<file path="src/rtl/calc_pkg.sv">
// Shared types for the four-function BCD calculator.
// Combinational definitions only; no latency.
// No flow control; types and button codes only.
package calc_pkg;

  localparam int NumDigits = 8;

  typedef logic [3:0] bcd_t;

  // value = d7.d6..d0 x 10^exponent, significand[7] is the leading digit
  typedef struct packed {
    logic                     sign;
    logic [2:0]               exponent;
    bcd_t [NumDigits-1:0]     significand;
  } num_t;

  typedef enum logic [1:0] {
    OP_ADD = 2'd0,
    OP_SUB = 2'd1,
    OP_MUL = 2'd2,
    OP_DIV = 2'd3
  } op_t;

  // Plain vector so that undefined codes can reach the controller and be ignored
  typedef logic [4:0] active_button_t;

  localparam active_button_t B_NONE   = 5'd0;
  localparam active_button_t B_NUM_0  = 5'd1;
  localparam active_button_t B_NUM_9  = 5'd10;
  localparam active_button_t B_OP_ADD = 5'd11;
  localparam active_button_t B_OP_SUB = 5'd12;
  localparam active_button_t B_OP_MUL = 5'd13;
  localparam active_button_t B_OP_DIV = 5'd14;
  localparam active_button_t B_OP_EQ  = 5'd15;
  localparam active_button_t B_CLEAR  = 5'd16;

endpackage

</file>
<file path="src/rtl/calc_controller.sv">
// Sequencing FSM of the BCD calculator: digit entry, operators, equals/repeat, ALU handshake.
// Digit/operator/clear events complete in one cycle; ALU operations take REQ + WAIT cycles.
// Button events are dropped while an ALU transaction is outstanding; ALU side is valid/ready.
module calc_controller
  import calc_pkg::*;
(
  input  logic           clk_i,
  input  logic           rst_i,
  input  active_button_t active_button_i,
  input  logic           new_input_i,
  output logic           override_shift_amount_o,
  output logic [2:0]     new_shift_amount_o,
  output logic           display_we_o,
  output num_t           display_wdata_o,
  input  num_t           display_rdata_i,
  output logic           upper_we_o,
  output num_t           upper_wdata_o,
  input  num_t           upper_rdata_i,
  output num_t           alu_left_o,
  output num_t           alu_right_o,
  output op_t            alu_op_o,
  input  logic           alu_in_ready_i,
  output logic           alu_in_valid_o,
  input  num_t           alu_result_i,
  output logic           alu_out_ready_o,
  input  logic           alu_out_valid_i
);

  localparam logic [1:0] ST_IDLE = 2'd0;
  localparam logic [1:0] ST_REQ  = 2'd1;
  localparam logic [1:0] ST_WAIT = 2'd2;

  localparam logic [1:0] MODE_REPEAT  = 2'd0;
  localparam logic [1:0] MODE_FRESH   = 2'd1;
  localparam logic [1:0] MODE_PENDING = 2'd2;

  logic [1:0] state_q, state_d;
  logic [1:0] mode_q, mode_d;
  op_t        op_q, op_d;
  op_t        next_op_q, next_op_d;
  logic       new_entry_q, new_entry_d;
  logic [3:0] digits_q, digits_d;
  logic       chain_q, chain_d;
  num_t       alu_left_q, alu_left_d;
  num_t       alu_right_q, alu_right_d;
  op_t        alu_op_q, alu_op_d;

  logic       display_we, upper_we;
  num_t       display_wdata, upper_wdata;

  logic       btn_digit, btn_op;
  bcd_t       btn_val;
  op_t        btn_op_val;
  logic [2:0] dig_idx;

  // Button decode: digit value and operator code from the raw button code
  always_comb begin
    btn_digit  = (active_button_i >= B_NUM_0) && (active_button_i <= B_NUM_9);
    btn_op     = (active_button_i >= B_OP_ADD) && (active_button_i <= B_OP_DIV);
    btn_val    = 4'(active_button_i - B_NUM_0);
    btn_op_val = op_t'(2'(active_button_i - B_OP_ADD));
    dig_idx    = 3'd7 - digits_q[2:0];
  end

  // Next-state, register writes and ALU handshake
  always_comb begin
    state_d       = state_q;
    mode_d        = mode_q;
    op_d          = op_q;
    next_op_d     = next_op_q;
    new_entry_d   = new_entry_q;
    digits_d      = digits_q;
    chain_d       = chain_q;
    alu_left_d    = alu_left_q;
    alu_right_d   = alu_right_q;
    alu_op_d      = alu_op_q;
    display_we    = 1'b0;
    display_wdata = '0;
    upper_we      = 1'b0;
    upper_wdata   = '0;
    alu_in_valid_o  = 1'b0;
    alu_out_ready_o = 1'b0;

    case (state_q)
      ST_IDLE: begin
        if (new_input_i) begin
          if (btn_digit) begin
            display_we  = 1'b1;
            new_entry_d = 1'b0;
            if (new_entry_q) begin
              // First digit of a new number replaces the display
              display_wdata.significand[NumDigits-1] = btn_val;
              digits_d = (btn_val != 4'd0) ? 4'd1 : 4'd0;
              if (mode_q == MODE_FRESH) begin
                // Operand typed after an operator: park the old value as the other operand
                upper_we    = 1'b1;
                upper_wdata = display_rdata_i;
                mode_d      = MODE_PENDING;
              end
            end else begin
              display_wdata = display_rdata_i;
              // Leading zeros leave the count at zero; digits beyond eight are dropped
              if (digits_q < 4'd8 && (digits_q != 4'd0 || btn_val != 4'd0)) begin
                display_wdata.significand[dig_idx] = btn_val;
                display_wdata.exponent             = digits_q[2:0];
                digits_d                           = digits_q + 4'd1;
              end
            end
          end else if (btn_op) begin
            if (mode_q == MODE_PENDING) begin
              // Chained operator: evaluate the pending operation first
              chain_d     = 1'b1;
              next_op_d   = btn_op_val;
              alu_left_d  = upper_rdata_i;
              alu_right_d = display_rdata_i;
              alu_op_d    = op_q;
              state_d     = ST_REQ;
            end else begin
              op_d        = btn_op_val;
              mode_d      = MODE_FRESH;
              new_entry_d = 1'b1;
              digits_d    = 4'd0;
            end
          end else if (active_button_i == B_OP_EQ) begin
            chain_d  = 1'b0;
            alu_op_d = op_q;
            if (mode_q == MODE_PENDING) begin
              alu_left_d  = upper_rdata_i;
              alu_right_d = display_rdata_i;
            end else begin
              alu_left_d  = display_rdata_i;
              alu_right_d = upper_rdata_i;
            end
            state_d = ST_REQ;
          end else if (active_button_i == B_CLEAR) begin
            display_we  = 1'b1;
            upper_we    = 1'b1;
            op_d        = OP_ADD;
            mode_d      = MODE_REPEAT;
            new_entry_d = 1'b1;
            digits_d    = 4'd0;
          end
        end
      end

      ST_REQ: begin
        alu_in_valid_o = 1'b1;
        if (alu_in_ready_i) state_d = ST_WAIT;
      end

      ST_WAIT: begin
        alu_out_ready_o = 1'b1;
        if (alu_out_valid_i) begin
          display_we    = 1'b1;
          display_wdata = alu_result_i;
          new_entry_d   = 1'b1;
          digits_d      = 4'd0;
          state_d       = ST_IDLE;
          if (chain_q) begin
            upper_we    = 1'b1;
            upper_wdata = alu_result_i;
            op_d        = next_op_q;
            mode_d      = MODE_FRESH;
          end else begin
            // Repeated equals keeps the other operand so it can be reapplied
            if (mode_q != MODE_REPEAT) begin
              upper_we    = 1'b1;
              upper_wdata = display_rdata_i;
            end
            mode_d = MODE_REPEAT;
          end
        end
      end

      default: state_d = ST_IDLE;
    endcase

    if (rst_i) begin
      alu_in_valid_o  = 1'b0;
      alu_out_ready_o = 1'b0;
    end
  end

  // Outputs are forced quiet while reset is held
  always_comb begin
    display_we_o            = display_we & ~rst_i;
    upper_we_o              = upper_we & ~rst_i;
    display_wdata_o         = rst_i ? '0 : display_wdata;
    upper_wdata_o           = rst_i ? '0 : upper_wdata;
    override_shift_amount_o = ~rst_i & ~new_entry_q & (digits_q != 4'd0);
    new_shift_amount_o      = rst_i ? 3'd0 : (digits_q[2:0] - 3'd1);
    alu_left_o              = alu_left_q;
    alu_right_o             = alu_right_q;
    alu_op_o                = alu_op_q;
  end

  // State registers with synchronous reset; reset abandons any ALU transaction
  always_ff @(posedge clk_i) begin
    if (rst_i) begin
      state_q     <= ST_IDLE;
      mode_q      <= MODE_REPEAT;
      op_q        <= OP_ADD;
      next_op_q   <= OP_ADD;
      new_entry_q <= 1'b1;
      digits_q    <= 4'd0;
      chain_q     <= 1'b0;
      alu_left_q  <= '0;
      alu_right_q <= '0;
      alu_op_q    <= OP_ADD;
    end else begin
      state_q     <= state_d;
      mode_q      <= mode_d;
      op_q        <= op_d;
      next_op_q   <= next_op_d;
      new_entry_q <= new_entry_d;
      digits_q    <= digits_d;
      chain_q     <= chain_d;
      alu_left_q  <= alu_left_d;
      alu_right_q <= alu_right_d;
      alu_op_q    <= alu_op_d;
    end
  end

endmodule

</file>
<file path="config.mk">
export PLATFORM = sky130hd
export DESIGN_NAME = calc_controller
export DESIGN_NICKNAME = d
export VERILOG_FILES = /design/src/rtl/calc_pkg.sv /design/src/rtl/calc_controller.sv
export SDC_FILE = /design/constraint.sdc
export NUM_CORES = 1
export LEC_CHECK = 0
export ABC_AREA = 1
export CELL_PAD_IN_SITES_DETAIL_PLACEMENT = 1
export CELL_PAD_IN_SITES_GLOBAL_PLACEMENT = 1
export CORE_ASPECT_RATIO = 0.8
export CORE_MARGIN = 4
export CORE_UTILIZATION = 32
export DETAILED_ROUTE_END_ITERATION = 8
export GPL_TIMING_DRIVEN = 0
export PLACE_DENSITY = 0.95
export SLEW_MARGIN = 20
export SYNTH_ARGS = -nofsm -noshare
export SYNTH_HDL_FRONTEND = slang
export SYNTH_SLANG_ARGS = --single-unit
</file>
<file path="constraint.sdc">
create_clock -name clk_i -period 6.4 [get_ports clk_i]
set_clock_uncertainty 0.2 [all_clocks]
set_input_delay 1.92 -clock clk_i [delete_from_list [all_inputs] [get_ports clk_i]]
set_output_delay 1.92 -clock clk_i [all_outputs]
set_load 0.005 [all_outputs]
</file>
==> flow_summary.toml, run 1 <==
[sta]
fin_tns_setup_ps = 0
fin_crit_ps = 6390
rsz0062_at_grt = "true"
fin_crit_sh = 0.999
hold_viol_final = 0
finalSetupViolCount = 0
maxSlewHeadroom = 0.389
drv_slew = 0
max_freq_mhz = 156
tightestPinTransition_ps = 916

[cts]
cts_tree = "yes"
cts_buffers = 9
postCtsHoldBufs = 0
clk_pin_slew_ps = 70
htree_levels = 3
clockRootBuffer = "clkbuf_16"
ctsLongestPathBuffers = 2
clk_latency_ps = 370
clock-sinks = 88

[critical_path]
path_common_cell = "nand2_1"
crit_chain = "dlygate4sd2_1 > nor2_2 > nand2_1 > nand2_1 > nand2_4 > nand3_4 > buf_4 > nand4_1 > nand2_1 > nand3_2 > a21oi_2 > clkdlybuf4s50_1"
regToRegSetupSlack_ps = 3500
r2r_end = "alu_left_o[20]"
path_buf_inv = 3
crit_path_max_fanout = 11
arrival_ps = 4270
r2r_start = "mode_q[1]"
start_kind = "input pin"
cpMaxStageDelayCell = "clkdlybuf4s50_1"
required_ps = 4280
cp-end-kind = "output port"
critPathTopFamily = "simple AND/OR/NAND/NOR gates"
max_stage_delay_ps = 530
ff2ff_path_depth = 8
crit_type = "input pin to output port"

[cells_and_area]
drive_gt1_frac = 0.117
stdcell_count = 1693
final.fill_count = 2740
area_delta_synth_final_pct = 53.9
nets = 1544
finish.instance_area_um2 = 10600

[floorplanning]
die_width_um = 172
die_area_um2 = 23900
core-area_um2 = 20900
rows = 47
initial_core_util = 0.329
die_h_um = 139
num_io_pins = 272

[logic_synthesis]
synthMuxAreaShare = 0
yosys_warnings = 0
ys_async_sr_fraction = 0
syn-cell-area_um2 = 6880
synth-edff-count = 0
ys_seq_area_frac = 0.256
synth_top_family_by_area = "simple AND/OR/NAND/NOR gates"
synth_compound_area_frac = 0.264
syn-num-nets = 1247
synth-xor-area-share = 0.00127
synth_area_leader_cell = "dfxtp_1"
syn_area_per_cell_um2 = 6.15
synthTopCellsByArea = "dfxtp_1 26%, nand2_1 15%, a21oi_1 11%"
synth_ff_type = "dfxtp_1"
synth-simple-area-share = 0.344
synthDistinctLibCells = 41
yosysTopAreaCellShare = 0.256
yosys_register_bits = 88
synth_adder_area_share = 0.0164
syn_inst = 1120

[hold_path]
min_from = "alu_left_o[7]"
hold_depth = 2
min_to = "alu_left_o[7]"
hold_class = "flip-flop to flip-flop"

[placed_design]
hpwl_um = 31200
port_buffers = 270
place_area_um2 = 9920
place_inst = 1659
gp_congestion = 0.980

[detailed_routing]
ant_nets = 0
wl_per_cell_um = 24.1
dr.pass1.iters = 5
routed_via_density = 5.89
drtIter0Drc = 1161
finalWirelength_um = 40900
routed-via-count = 9969
route.detailed.drc = 0

[grt]
antenna_found_initial = 4
grt_use_total = 0.321
grt_pass1_wl_um = 59000
grt_max_degree = 17
overflow = 0
grt_pass1_vias = 9798

[flow_run]
drv_cap = 0

[outcome]
status = "complete, no violations"

[power]
vdd_ir_drop_max_mv = 0.101
powerDensity_nw_per_um2 = 150
seq_power_share = 0.356
p_sw_frac = 0.358
cellLeakagePower_nw = 4.57
share_comb_of_total_power = 0.303
p_clk_frac = 0.341
p_int_mw = 1.02
p_sw_mw = 0.569
-- power groups by stage --
stage               registers (mW)  clock network [mW]  logic, mW
detailed placement           0.577                   0      0.444
global route                 0.565               0.568      0.510
CTS                          0.564               0.544      0.458
global placement             0.576                   0      0.433
floorplan                    0.575                   0      0.219
finish                       0.564               0.541      0.482
-- tightest hold or removal path: cells and delay by family, from the launching register on --
family / cells / cell delay, ps
DFF: 1 / 330
AOI/OAI and AO/OA: 1 / 40
and+or+nand+nor: 1 / 80
-- cell type report --
type	count	area, µm²	share of cell area
diodes	2	5.00	0.000472
plain buffers	87	583	0.0550
clock buffers	10	239	0.0226
clock inverters	6	51.3	0.00484
inverters	72	273	0.0257
multi-input cells	874	4460	0.421
flip-flops and latches	88	1760	0.166
well taps	269	337	0.0318
repair buffers	285	2890	0.272
-- state kept, by name, summed over array words and instances, names as in the netlist --
signal and cells:
alu_op_o 2, op_q 2, alu_left_o 36, chain_q 1, state_q 2, next_op_q 2, alu_right_o 36, new_entry_q 1
digits_q 4, mode_q 2
-- cell usage in the layout (no fill, tap or decap), types with 9 or more instances in the layout --
master / n
a21oi_1: 146
a211oi_1: 23
buf_6: 21
o21ai_1: 33
clkdlybuf4s50_1: 231
dlymetal6s2s_1: 30
dfxtp_1: 88
ha_1: 9
clkbuf_1: 24
nor3_2: 12
clkbuf_16: 9
o21ai_0: 93
inv_1: 59
o211ai_1: 9
a211oi_2: 13
buf_2: 20
buf_4: 27
nand2_1: 271
nand3_1: 105
nor2_1: 104
-- repair_timing --
item | CTS | global route
endpoints found under the setup margin | 71 | 59
buffers inserted | 6 | 8
gates resized for setup | 39 | 58
gates cloned | 2 | 0
pin swaps | 7 | 12
-- logic make-up (layout without fill, tap and decap cells) --
group,Yosys count,after routing
adder cells (fa/ha/maj),9,9
buffers and inverters,159,460
flip-flops,88,88
other,0,2
XOR/XNOR,1,1
AND/OR/NAND/NOR,533,534
AO/OA/AOI/OAI,330,330
-- metal layers --
layer  up-vias  routed length (µm)  GRT usage
met5         -                  13          0
met4         2                1610      0.114
met3       115                4740     0.0977
met2       633               18100      0.502
met1      4851               16400      0.417
li1       4368                   -          -
-- Yosys cell counts, types with 5 or more instances --
cell type / count
a21oi_1: 154
nand3_1: 110
a211oi_2: 7
o211ai_1: 9
o21ai_1: 33
nor3_2: 12
buf_2: 26
nand2_1: 273
o21ai_0: 93
nand4_1: 8
ha_1: 9
inv_1: 61
inv_2: 7
nor2_1: 107
buf_6: 16
clkbuf_1: 27
buf_4: 12
a211oi_1: 29
dfxtp_1: 88
nand2_2: 5
nor2_2: 6
-- how the worst max path moves through the flow --
| stage | endpoint | startpoint | slack, ps | cells past startpoint |
|---|---|---|---|---|
| floorplan | display_wdata_o[29] | active_button_i[0] | 970 | 13 |
| global placement | display_wdata_o[5] | active_button_i[0] | -800 | 14 |
| detailed placement | display_wdata_o[5] | active_button_i[0] | -820 | 14 |
| CTS | upper_wdata_o[7] | alu_out_valid_i | -8 | 9 |
| global route | display_wdata_o[21] | active_button_i[0] | -70 | 15 |
| finish | display_wdata_o[21] | active_button_i[2] | 8 | 12 |
-- stage by stage --
stage	utilization	hold slack [ps]	total power [mW]	worst slack (ps)
6_report	0.506	282	1.59	7.54
5_1_grt	0.506	301	1.64	-70.6
4_1_cts	0.495	285	1.57	-8.40
3_3_place_gp	0.474	253	1.01	-798
3_5_place_dp	0.474	267	1.02	-817
2_1_floorplan	-	254	0.795	969
Note: power is estimated with default switching activity, not from simulation.
==> inputs of run 2 (changes only) <==
- CELL_PAD_IN_SITES_DETAIL_PLACEMENT: 1 -> 0
- CELL_PAD_IN_SITES_GLOBAL_PLACEMENT: 1 -> 2
- CORE_UTILIZATION: 32 -> 24
- HOLD_SLACK_MARGIN: default -> 0.15
==> run 2 against run 1 <==
Against the previous run: clock-buffer cell count unchanged; combinational power about the same; core utilization down 13 points; global-route usage down 8.0 points; clock power down 3%; worst hold slack worse by 10 ps; highest routed layer is now met4; largest power group unchanged; register-to-register slack better by 90 ps; first-iteration DRC count down 23%; final cell count up 6.0%.
==> flow_summary.toml, run 2 (synthesized netlist as in run 1, its figures left out) <==
[grt]
antenna_found_initial = 0
grt_pass1_wl_um = 57700
grt_max_degree = 17
grt_use_total = 0.241
overflow = 0
grt_pass1_vias = 8854

[critical_path]
cp-end-kind = "output port"
crit_type = "input pin to output port"
r2r_start = "mode_q[1]"
regToRegSetupSlack_ps = 3590
ff2ff_path_depth = 8
start_kind = "input pin"
required_ps = 4280
r2r_end = "alu_left_o[26]"
crit_path_max_fanout = 10
arrival_ps = 4170
crit_start = "active_button_i[0]"

[power]
seq_power_share = 0.359
p_clk_frac = 0.333
p_sw_mw = 0.557
p_int_mw = 1.01
cellLeakagePower_nw = 4.48
vdd_ir_drop_max_mv = 0.129
share_comb_of_total_power = 0.308
p_sw_frac = 0.355
report.power.total_mw = 1.57
powerDensity_nw_per_um2 = 146

[placed_design]
place_area_um2 = 10000
port_buffers = 270
gp_congestion = 0.955
place_ws_ps = -940
place_inst = 1760
hpwl_um = 31400

[cells_and_area]
final_cell_mix = "272 x nand2_1, 238 x clkdlybuf4s50_1, 138 x a21oi_1"
regArea_um2 = 1760
nets = 1546
layout_commonest_cell = "nand2_1"
multi_input_area_um2 = 4510
n_antenna_cell = 0
final.fill_count = 3020
utilization = 0.380
area_delta_synth_final_pct = 56.3
finish.instance_area_um2 = 10800
drive_gt1_frac = 0.128
stdcell_count = 1794

[floorplanning]
rows = 55
core-area_um2 = 28300
die_width_um = 197
num_io_pins = 272
die_h_um = 159
die_area_um2 = 31500
initial_core_util = 0.243

[cts]
cts_tree = "yes"
clock-sinks = 88
clk_latency_ps = 360
clk_pin_slew_ps = 70
cts_buffers = 9
ctsLongestPathBuffers = 2
clockRootBuffer = "clkbuf_16"
postCtsHoldBufs = 0
htree_levels = 3

[detailed_routing]
ant_nets = 0
route.detailed.drc = 0
routed_via_density = 5.16
finalWirelength_um = 39900
dr.pass1.iters = 5
drtIter0Drc = 889
routed-via-count = 9251
wl_per_cell_um = 22.2

[sta]
drv_slew = 0
maxSlewHeadroom = 0.356
max_freq_mhz = 159
fin_ws_ps = 107
finalSetupViolCount = 0
fin_tns_setup_ps = 0
hold_slack_ps = 272
rsz0062_at_grt = "true"
hold_viol_final = 0
fin_crit_sh = 0.983
fin_crit_ps = 6290
tightestPinTransition_ps = 966

[flow_run]
drv_cap = 0

[outcome]
status = "complete, no violations"

[hold_path]
hold_depth = 2
hold_class = "flip-flop to flip-flop"
min_to = "alu_left_o[0]"
min_from = "alu_left_o[0]"
## run 2: layout make-up
| class | instances | area share |
|---|---|---|
| Multi-Input combinational cell | 874 | 0.419 |
| Timing Repair Buffer | 287 | 0.268 |
| Sequential cell | 88 | 0.164 |
| Buffer | 87 | 0.0552 |
| Inverter | 72 | 0.0254 |
| Clock inverter | 6 | 0.00477 |
| Clock buffer | 10 | 0.0213 |
| Tap cell | 370 | 0.0430 |
## run 2: how the worst max path moves through the flow
| stage | to | slack (ps) |
|---|---|---|
| floorplan | display_wdata_o[29] | 970 |
| global placement | display_wdata_o[5] | -950 |
| detailed placement | display_wdata_o[5] | -940 |
| CTS | display_wdata_o[13] | 8 |
| global route | display_wdata_o[29] | -20 |
| finish | display_wdata_o[21] | 110 |
## run 2: layer usage
layer / GRT usage / up-vias / wire (µm)
met5: 0 / - / 0
met4: 0.0668 / 0 / 1140
met3: 0.0679 / 59 / 4100
met2: 0.353 / 490 / 16500
met1: 0.344 / 4320 / 18100
li1: - / 4382 / -
## run 2: critical path: stages
cell and delay, ps:
clkbuf_4 150, buf_12 160, inv_4 80, ha_1 170, inv_1 40, nand2_1 50
nand2_1 100, nor2_4 240, nand3_4 160, nand3_4 140, nor2_1 90, nand2_1 80
nand3_2 120, a21oi_2 130, clkdlybuf4s50_1 520
## run 2: power groups by stage
stage	registers [mW]	clock network, mW	logic (mW)
3_3_place_gp	0.576	0	0.448
4_1_cts	0.564	0.532	0.458
3_5_place_dp	0.576	0	0.448
6_report	0.564	0.523	0.484
2_1_floorplan	0.575	0	0.219
5_1_grt	0.565	0.552	0.519
## run 2: timing repair
| item | in CTS | in global routing |
|---|---|---|
| buffers inserted | 3 | 14 |
| endpoints found under the setup margin | 73 | 63 |
| pin swaps | 7 | 20 |
| gates cloned | 1 | 0 |
| gates resized for setup | 42 | 69 |
| hold endpoints to repair | 0 | 0 |
